**src/rtl/i2cread.sv**
```systemverilog
// ---------------------------------------------------------------------------
// i2cread -- I2C master read sequencer.
// Walks START, slave address, read bit, address ACK, data bytes with
// master ACK/NACK, and STOP. Each step is issued as a command to a
// separate bit layer. Received bytes are written into a destination buffer
// at slots ptr_begin .. ptr_end-1.
// Optional build macro: I2CREAD_TIMEOUT_EN adds a per-command watchdog that
// aborts to STOP (or to WAIT from STOP) after TIMEOUT_CYC waiting cycles.
// ---------------------------------------------------------------------------
module i2cread #(
   parameter int ADDR_SZ     = 7,
   parameter int WORD_SZ     = 8,
   parameter int DATA_SZ     = 4,
   parameter int CMD_SZ      = 3,
   parameter int TIMEOUT_CYC = 255,
   localparam int PTR_W      = $clog2(DATA_SZ) + 1
) (
   input  logic               clk,
   input  logic               reset,
   input  logic               init,
   input  logic [ADDR_SZ-1:0] addr,
   input  logic [PTR_W-1:0]   ptr_begin,
   input  logic [PTR_W-1:0]   ptr_end,
   input  logic               cmd_ack,
   input  logic               rx_valid,
   input  logic               rx_bit,
   output logic [CMD_SZ-1:0]  command,
   output logic [WORD_SZ-1:0] data_out,
   output logic [PTR_W-1:0]   ptr_cur,
   output logic               wr_en,
   output logic               ready,
   output logic               nack_err,
   output logic               timeout_err
);

   // Bit-layer command codes
   localparam logic [CMD_SZ-1:0] CMDIDLE  = CMD_SZ'(0);
   localparam logic [CMD_SZ-1:0] CMDSTART = CMD_SZ'(1);
   localparam logic [CMD_SZ-1:0] CMDSTOP  = CMD_SZ'(2);
   localparam logic [CMD_SZ-1:0] CMDBIT0  = CMD_SZ'(3);
   localparam logic [CMD_SZ-1:0] CMDBIT1  = CMD_SZ'(4);
   localparam logic [CMD_SZ-1:0] CMDRBIT  = CMD_SZ'(5);

   // Sequencer states
   localparam logic [2:0] ST_WAIT  = 3'd0;
   localparam logic [2:0] ST_START = 3'd1;
   localparam logic [2:0] ST_ADDR  = 3'd2;
   localparam logic [2:0] ST_RW    = 3'd3;
   localparam logic [2:0] ST_AACK  = 3'd4;
   localparam logic [2:0] ST_DATA  = 3'd5;
   localparam logic [2:0] ST_MACK  = 3'd6;
   localparam logic [2:0] ST_STOP  = 3'd7;

   // One bit counter serves both the address and the data phase
   localparam int BCNT_MAX = (ADDR_SZ > WORD_SZ) ? ADDR_SZ : WORD_SZ;
   localparam int BCNT_W   = (BCNT_MAX > 1) ? $clog2(BCNT_MAX) : 1;

   logic [2:0]         r_state;
   logic [ADDR_SZ-1:0] r_addr;
   logic [PTR_W-1:0]   r_ptrBegin;
   logic [PTR_W-1:0]   r_ptrEnd;
   logic [PTR_W-1:0]   r_ptrCur;
   logic [BCNT_W-1:0]  r_bitCnt;
   logic [WORD_SZ-2:0] r_shift;
   logic [WORD_SZ-1:0] r_dataOut;
   logic               r_wrEn;
   logic               r_nack;
   logic               r_tout;

   logic [CMD_SZ-1:0]  w_command;
   logic [PTR_W-1:0]   w_ptrNext;
   logic               w_more;
   logic               w_done;
   logic               w_wdogHit;

   assign w_ptrNext = r_ptrCur + 1'b1;
   assign w_more    = (w_ptrNext < r_ptrEnd);

   // Decode the command presented to the bit layer from the current state
   always_comb begin
      w_command = CMDIDLE;
      case (r_state)
         ST_START: w_command = CMDSTART;
         ST_ADDR:  w_command = r_addr[ADDR_SZ-1] ? CMDBIT1 : CMDBIT0;
         ST_RW:    w_command = CMDBIT1;
         ST_AACK:  w_command = CMDRBIT;
         ST_DATA:  w_command = CMDRBIT;
         ST_MACK:  w_command = w_more ? CMDBIT0 : CMDBIT1;
         ST_STOP:  w_command = CMDSTOP;
         default:  w_command = CMDIDLE;
      endcase
   end

   // Read commands complete on rx_valid, all others on cmd_ack
   assign w_done = (w_command == CMDRBIT) ? rx_valid
                                          : ((w_command != CMDIDLE) && cmd_ack);

`ifdef I2CREAD_TIMEOUT_EN
   localparam int WD_W = $clog2(TIMEOUT_CYC + 1);
   logic [WD_W-1:0] r_wdog;

   assign w_wdogHit = (r_state != ST_WAIT) && !w_done &&
                      (r_wdog == WD_W'(TIMEOUT_CYC - 1));

   // Count cycles the current command has been waiting; restart per command
   always_ff @(posedge clk or negedge reset) begin
      if (!reset)
         r_wdog <= '0;
      else if ((r_state == ST_WAIT) || w_done || w_wdogHit)
         r_wdog <= '0;
      else
         r_wdog <= r_wdog + 1'b1;
   end
`else
   // No watchdog in this build: commands may wait forever
   assign w_wdogHit = (TIMEOUT_CYC < 0);
`endif

   // Main sequencer: advance on the edge that completes the current command
   always_ff @(posedge clk or negedge reset) begin
      if (!reset) begin
         r_state    <= ST_WAIT;
         r_addr     <= '0;
         r_ptrBegin <= '0;
         r_ptrEnd   <= '0;
         r_ptrCur   <= '0;
         r_bitCnt   <= '0;
         r_shift    <= '0;
         r_dataOut  <= '0;
         r_wrEn     <= 1'b0;
         r_nack     <= 1'b0;
         r_tout     <= 1'b0;
      end else begin
         r_wrEn <= 1'b0;
         case (r_state)
            ST_WAIT: begin
               if (init) begin
                  r_addr     <= addr;
                  r_ptrBegin <= ptr_begin;
                  r_ptrEnd   <= ptr_end;
                  r_nack     <= 1'b0;
                  r_tout     <= 1'b0;
                  r_state    <= ST_START;
               end
            end
            ST_START: begin
               if (w_done) begin
                  r_bitCnt <= '0;
                  r_state  <= ST_ADDR;
               end
            end
            ST_ADDR: begin
               if (w_done) begin
                  r_addr <= r_addr << 1;
                  if (r_bitCnt == BCNT_W'(ADDR_SZ - 1)) begin
                     r_bitCnt <= '0;
                     r_state  <= ST_RW;
                  end else begin
                     r_bitCnt <= r_bitCnt + 1'b1;
                  end
               end
            end
            ST_RW: begin
               if (w_done)
                  r_state <= ST_AACK;
            end
            ST_AACK: begin
               if (w_done) begin
                  if (rx_bit) begin
                     r_nack  <= 1'b1;
                     r_state <= ST_STOP;
                  end else begin
                     r_ptrCur <= r_ptrBegin;
                     r_bitCnt <= '0;
                     r_state  <= (r_ptrEnd <= r_ptrBegin) ? ST_STOP : ST_DATA;
                  end
               end
            end
            ST_DATA: begin
               if (w_done) begin
                  r_shift <= {r_shift[WORD_SZ-3:0], rx_bit};
                  if (r_bitCnt == BCNT_W'(WORD_SZ - 1)) begin
                     r_dataOut <= {r_shift, rx_bit};
                     r_wrEn    <= 1'b1;
                     r_bitCnt  <= '0;
                     r_state   <= ST_MACK;
                  end else begin
                     r_bitCnt <= r_bitCnt + 1'b1;
                  end
               end
            end
            ST_MACK: begin
               if (w_done) begin
                  r_ptrCur <= w_ptrNext;
                  r_state  <= w_more ? ST_DATA : ST_STOP;
               end
            end
            ST_STOP: begin
               if (w_done)
                  r_state <= ST_WAIT;
            end
            default: r_state <= ST_WAIT;
         endcase

         if (w_wdogHit) begin
            if (r_state == ST_STOP) begin
               r_state <= ST_WAIT;
            end else begin
               r_tout  <= 1'b1;
               r_state <= ST_STOP;
            end
         end
      end
   end

   assign command     = w_command;
   assign data_out    = r_dataOut;
   assign ptr_cur     = r_ptrCur;
   assign wr_en       = r_wrEn;
   assign ready       = (r_state == ST_WAIT);
   assign nack_err    = r_nack;
   assign timeout_err = r_tout;

endmodule

```
**config.mk**
```make
export PLATFORM = sky130hd
export DESIGN_NAME = i2cread
export DESIGN_NICKNAME = d
export VERILOG_FILES = /design/src/rtl/i2cread.sv
export SDC_FILE = /design/constraint.sdc
export NUM_CORES = 1
export LEC_CHECK = 0
export ABC_AREA = 0
export BUFFER_PORTS_ARGS = -buffer_cell sky130_fd_sc_hd__buf_2
export CORE_ASPECT_RATIO = 1.75
export CORE_MARGIN = 2
export CORE_UTILIZATION = 55
export DETAILED_ROUTE_END_ITERATION = 6
export PLACE_DENSITY_LB_ADDON = 0.2
export SETUP_SLACK_MARGIN = 0.05
export SLEW_MARGIN = 20
export SYNTH_ARGS = -nofsm -noshare
export SYNTH_HDL_FRONTEND = slang
export SYNTH_SLANG_ARGS = --single-unit
export TNS_END_PERCENT = 20
```
**constraint.sdc**
```tcl
create_clock -name clk -period 2.3 [get_ports clk]
set_input_delay 0.115 -clock clk [delete_from_list [all_inputs] [get_ports clk]]
set_output_delay 0.115 -clock clk [all_outputs]
set_load 0.02 [all_outputs]
```
After elaboration in Yosys (flattened, before gate mapping):

Index checks and enable logic that the tools add are counted.

* register bits after elaboration: 39
* bits in latches: 0
* bits in writable memories: 0
* memory bits (read-only): 0
* input bits: 19
* output and inout port bits: 18
* word-level logic and storage cells: 91
* memories: 0

* $add $sub $neg: 2
* multipliers: 0
* divide/modulo/power cells: 0
* order comparisons: 2
* equality and inequality tests: 22
* shifts and indexed selects: 0
* muxes and demuxes: 39
* bitwise gates (word level): 0
* reduce and logical (&&, ||, !) cells: 16

Operators with widths (count)
* 3-bit 2-to-1 mux: 21
* 2-bit != test (second input constant): 12
* 3-bit one-hot mux with 8 select lines: 1
* 3-bit equality test (second input constant): 7
* 3-bit one-hot mux with 6 select lines: 1
* 7-bit 2-to-1 mux: 2
* 7-bit one-hot mux with 2 select lines: 1
* 3-bit one-hot mux with 4 select lines: 1
* 10-bit AND reduction: 1
* 4-bit AND reduction: 2
* 1-bit 2-to-1 mux: 7
* 3-bit by 1-bit adder with 3-bit output (second input constant): 2
* 3-bit by 2-bit equality test with 1-bit output (second input constant): 2
* 2-bit 2-to-1 mux: 3
* 3-bit one-hot mux with 2 select lines: 1
* 3-bit AND reduction: 2
* 6-bit AND reduction: 1
* 2-bit nonzero test: 3
* 2-bit AND reduction: 2
* 4-bit nonzero test: 1
* 3-bit by 1-bit equality test with 1-bit output (second input constant): 1
* 3-bit less-or-equal comparator: 1
* 3-bit logical NOT: 1
* 3-bit less-than comparator: 1
* 4 further kinds: 4

Depth between registers and ports, before layout:

Gate-level depths: netlist of the first run.

* depth after elaboration: 9
* mapped depth: 8
* mapped depth without buffers: 8

Worst setup path after synthesis of the first run:

Ideal clock, no wire load.

* path type: reg2out
* from: register r_ptrCur[0] (netlist: ptr_cur[0])
* to: output command[1]
* data arrival time: 2.045 ns
* data required time: 2.185 ns
* setup slack: 0.140 ns
* stages on the path, launching flop included: 9
* buffers on the path: 0
* cell sequence: dfrtp_1 -> ha_1 -> xor2_1 -> ha_1 -> a21o_1 -> a31oi_1 -> or2_2 -> a21oi_1 -> nor2b_1

* longest elaborated chain between the ends: 4

RTL lines
* start: declaration: RTL line 62 `logic [PTR_W-1:0] r_ptrCur;`
* start signal: assignment: RTL line 173 `r_ptrCur <= r_ptrBegin;`
* start signal: assignment: RTL line 194 `r_ptrCur <= w_ptrNext;`
* 3-bit by 1-bit adder with 3-bit output: RTL line 76 `assign w_ptrNext = r_ptrCur + 1'b1;`
* 3-bit less-than comparator: RTL line 77 `assign w_more = (w_ptrNext < r_ptrEnd);`
* 3-bit 2-to-1 mux: RTL line 88 `ST_MACK: w_command = w_more ? CMDBIT0 : CMDBIT1;`
* 3-bit one-hot mux with 6 select lines: RTL line 82 `case (r_state)`
* end: declaration: RTL line 27 `output logic [CMD_SZ-1:0] command,`

No other way between the ends.

Worst setup path in the final report of the first run:

Ends and elaborated chain as after synthesis.

==> run metrics, run 1 <==
first-pass GRT wire length=between 7 and 8 mm; Max Cap Viol=0; Max Root-Sink Buffers=2; Detail Route Antenna Nets=0; Syn Inst Count=203; XOR/XNOR Fraction of Synth Area=0.01310; CTS H-tree depth=2; 1st-iter DRT viols=19; Post-Synth Simple-Gate Area=0.1653; number of synthesized register bits=39; port buffer count=35; CP cell instances=ha_2, xor2_1, ha_1, a21o_1, a31oi_2, or2_4, a21oi_2, nor2b_1, buf_4; wirelength, routed=3.984 mm; Min Hold Slack=31.76 ps; CP Capture Type=output port; Worst Skew=around 5.9 ps; failing checks=setup timing; Yosys cell types=44; CP peak stage delay=390 ps; Crit path arrival time=2210 ps; time the worst path needs with I/O delays and setup=2324 ps; pin count of the biggest net entering global routing=40; leading area contributor after synthesis=dfrtp_1; Synth Area in Compound Gates=0.1329; antenna diode count=0; total gr overflow=0; DIE AREA=4165 sq um; Synth area leaders=dfrtp_1 49%, nand2_1 7.7%, ha_1 5.6%; Clock Root Buffer=clkbuf_8; synthesis warning total=0; GR Util All Layers=0.2200; Pwr Density=about 1300 nW/um^2; Seq. cell area=975.9 sq um; Sink Count=39; Slew Viols, Final=0; setup TNS=-23.99 ps; Starting Density=0.5640; CP max stage cell=dfrtp_1; Worst Path Max Fanout=3; via count=1546; HP Class=in2reg; Ports=37; mapped cell area=2006 sq um; RSZ-0062 raised after global routing=true; asr flop ratio synth=1.000; worst vdd ir=0.001198 V; CTS tree=yes; LEAKAGE=0.001232 uW; worst skew pair latency=slightly below 300 ps; placer congestion estimate=0.8227; post-DP HPWL=3.036 mm; vias in the first global route=1573; Finished Cell Area=2375 sq um; nets=between 200 and 300; Fmax=0.4303 GHz; final hold vios=0; FP Rows=29; Placement Cell Area=2231 sq um; commonest non-fill, non-tap cell in the layout=nand2_1; commonest non-fill, non-tap cells in the layout=41 x nand2_1, 39 x dfrtp_1, 32 x buf_2; Syn Nets=about 230; WS Path Type=reg2out; EDFF count, synth=0; die height=83.89 um; # DRC=0; vias per cell=5.276; Final setup viols=1; clock slew at reported path FFs=80 ps; CP required=between 2000 and 2500 ps; wire per inst=13.60 um; outcome=complete, but fails checks; multi-input gate area in the final layout=947.2 sq um; Startpoint Class=flop; ys flop type=dfrtp_1; mux cell area share after synthesis=0.09545; final worst slack=-23.99 ps; antenna violations before repair=0; Rel. slew slack=0.4399; Worst-Margin Slew=840.1 ps; post-route core utilization=0.6678; syn avg cell area=9.880 sq um; post-synth top area share=0.4866; Seq/Total Area, Yosys=0.4866; router iterations before antenna repair=4; ratio of cells with drive above 1 in the final layout=0.2834; reg-to-reg slack, setup=450 ps; largest family of logic cells by synthesized area=simple AND/OR/NAND/NOR gates; adder-cell share of the synthesized area=0.05614; P&R area growth vs syn=18.40%; fillers=326; top cell family by delay on the critical path=adder cells; Die X=49.65 um; period utilisation layout=1.010; CTS Buf Count=5; core area=around 3600 sq um; WP buf/inv=1
[where the power goes]
group	total, uW	internal, uW	switching, uW
Clock	449	211	239
Combinational	1600	750	855
Sequential	1100	905	196
Total	3160	1870	1290
[final cells by class]
type                       count  share of cell area
inverter                      10             0.01581
tap                           46             0.02424
clock inverter                 3            0.008430
clock buffer                   5             0.02898
timing repair buffer          46              0.1128
sequential                    39              0.4110
multi-input combinational    144              0.3988
[per-stage QoR]
stage	setup WS (ps)	instances	total power, uW
2_1_floorplan	140.1	203	2198
3_3_place_gp	241.2	281	2517
3_5_place_dp	196.4	281	2558
4_1_cts	-12.48	291	3090
5_1_grt	-109.2	293	3438
6_report	-23.99	293	3155
[cell families after synthesis]
family	after synthesis
fa+ha+maj	9
mux	18
other cells	1
simple gates	71
compound gates	42
buf+inv	20
xor+xnor	3
flops	39
[synth_stat cells (6+ instances only)]
master and count:
o21ai_0 11, mux2i_1 9, ha_1 9, a21oi_1 7, o21ai_1 7, nor2_1 7
dfrtp_1 39, buf_2 6, nand2_1 41, mux2_2 7, inv_1 9
[worst paths after layout]
check,end,depth (start not counted),start
min reg2reg,data_out[6],2,data_out[6]
min in group asynchronous,r_bitCnt[1],2,reset
min,r_ptrEnd[2],3,ptr_end[2]
max,command[1],9,ptr_cur[0]
max reg2reg,r_state[1],7,ptr_cur[0]
max in group asynchronous,data_out[2],2,reset
[worst register-to-register path, cell delays in order (launching register included)]
cell and delay [ps]:
dfrtp_1 390, ha_2 200, xor2_1 160, ha_1 320
a21o_1 200, a31oi_2 180, a31oi_1 110, o22a_1 180
[registers in the layout, indices dropped and copies added (netlist names)]
signal and cells:
r_bitCnt 3, r_state 3, r_shift 7, r_addr 7, ptr_cur 3, wr_en 1
nack_err 1, data_out 8, r_ptrBegin 3, r_ptrEnd 3
[what timing repair did]
action	in CTS	in global routing
pin swaps	1	4
hold buffers	1	0
setup endpoints to repair	3	3
hold endpoints to repair	39	0
setup buffers	1	2
resized for setup	4	3
[routing by layer]
| layer | global-route usage | vias to the layer above | part of all wire |
|---|---|---|---|
| met5 | 0 | - | 0 |
| met4 | 0.1313 | 0 | 0.050 |
| met3 | 0.04122 | 15 | 0.036 |
| met2 | 0.3879 | 39 | 0.56 |
| met1 | 0.2345 | 716 | 0.36 |
| li1 | - | 776 | - |
No activity file was read; power rests on OpenSTA's default activity.
==> run 2: changes to the inputs <==
==> constraint.sdc (replaced) <==
create_clock -name clk -period 2.3 [get_ports clk]
set_input_delay 0.46 -clock clk [delete_from_list [all_inputs] [get_ports clk]]
set_output_delay 0.46 -clock clk [all_outputs]
set_load 0.02 [all_outputs]
==> run 2 against run 1 <==
Compared with the run above: the run still ends with setup timing left; critical path type unchanged; clock skew down 3.1 ps; sequential power up 5%; critical endpoint is now command[2]; power up 6.2%.
==> run metrics, run 2 (synthesis results as in run 1) <==
RSZ-0062 raised after global routing=true; crit path from=ptr_cur[0]; Worst Path Max Fanout=3; Detail Route Antenna Nets=0; launching point of the worst reg2reg path=r_state[0]; FP Rows=29; fillers=approximately 310; 1st-iter DRT viols=23; Max Cap Viol=0; CTS Buf Count=5; wire per inst=roughly 13 um; via count=about 1600; final worst slack=-352.7 ps; commonest non-fill, non-tap cell in the layout=nand2_1; CTS tree=yes; # DRC=0; Slew Viols, Final=0; pin count of the biggest net entering global routing=40; Clock Root Buffer=clkbuf_8; Sink Count=39; antenna diode count=0; vias in the first global route=1576; Worst Skew=2.838 ps; R2R depth=4; placer congestion estimate=0.7602; Inst Count DP=between 200 and 300; die height=between 80 and 90 um; vias per cell=5.349; DIE AREA=4165 sq um; outcome=complete, but fails checks; worst skew pair latency=roughly 290 ps; Starting Density=0.5640; Rel. slew slack=0.6120; core area=3556 sq um; max reg flops=8; Worst-Margin Slew=582.0 ps; WS Path Type=reg2out; total gr overflow=0; Crit path arrival time=2190 ps; LEAKAGE=0.001254 uW; Startpoint Class=flop; nets=273; reg-to-reg slack, setup=between 400 and 500 ps; post-DP HPWL=2.915 mm; antenna violations before repair=0; Fmax=0.3770 GHz; Pwr Density=1378 nW/um^2; first-pass GRT wire length=roughly 6.7 mm; P&R area growth vs syn=21.27%; period utilisation layout=1.153; Hold-fix buffers, CTS=0; time the worst path needs with I/O delays and setup=2653 ps; commonest non-fill, non-tap cells in the layout=41 x nand2_1, 37 x dfrtp_1, 32 x buf_2; Final setup viols=3; ratio of cells with drive above 1 in the final layout=0.3008; Ports=37; CTS H-tree depth=2; worst r2r dst=r_bitCnt[1]; CP required=approximately 1800 ps; Die X=between 40 and 50 um; clock slew at reported path FFs=~70 ps; port buffer count=35; GR Util All Layers=0.2111; router iterations before antenna repair=4; worst vdd ir=0.001171 V; Max Root-Sink Buffers=2; CP Capture Type=output port; Tot Pwr=approximately 3400 uW; failing checks=setup timing; wirelength, routed=3.788 mm; final hold vios=0; Post-Layout Cell Count=292; Critical Path Sink=command[2]; HP Class=in2async
==> run 2: changes by cell type in the layout (fill, tap and decap cells not counted), sizes merged <==
cell,before,now
clkinvlp,2,0
dlygate4sd3,1,0
clkinv,2,1
clkbuf,5,8
==> run 2: worst max-delay path: stages (launching register included) <==
cell	delay (ps)
dfrtp_2	430
ha_4	160
xor2_1	160
ha_1	310
a21o_1	170
a31oi_4	50
or2_4	260
a31oi_2	210
buf_4	170
==> run 2: power by group <==
group	total, uW	switching, uW	internal, uW
clock network	495	221	273
logic	1710	874	837
registers	1150	239	908
total	3350	1330	2020
==> run 2: timing repair <==
action                     CTS  global route
setup endpoints to repair    3             3
buffers inserted             0             0
pin swaps                    3             0
gates resized for setup      5             2
==> run 2: metrics by stage <==
stage	area [sq um]	hold WS [ps]	setup WS, ps	setup TNS (ps)	util
6_report	2432	212.9	-352.7	-924.1	0.6840
5_1_grt	2432	254.1	-453.1	-1254	0.6840
4_1_cts	2416	233.7	-354.4	-1002	0.6795
3_5_place_dp	2301	454.4	-68.93	-115.2	0.6471
3_3_place_gp	2301	446.7	-53.99	-85.21	0.6471
2_1_floorplan	2053	164.4	-22.22	-37.33	-
==> run 2: cell type report <==
cell class	count	area, sq um	share of cell area
Inverter	10	37.54	0.01543
Tap cell	46	57.56	0.02366
Multi-Input combinational cell	144	993.5	0.4084
Timing Repair Buffer	45	265.3	0.1091
Clock buffer	8	100.1	0.04115
Sequential cell	39	978.4	0.4023
==> run 2: worst min-delay path by stage <==
stage | startpoint | endpoint | slack, ps | cells after the start
floorplan | reset | data_out[0] | 160 | 0
global route | reset | r_bitCnt[1] | 250 | 2
finish | reset | r_bitCnt[0] | 210 | 2
detailed placement | r_shift[6] | data_out[7] | 450 | 2
CTS | reset | r_ptrEnd[1] | 230 | 2
global placement | r_shift[6] | data_out[7] | 450 | 2
==> run 2: metal layers <==
layer / routed length (um) / global-route usage
met1: 1366 / 0.2107
met2: 2109 / 0.3818
met3: 160 / 0.05914
met4: 152 / 0.1086
met5: 0 / 0
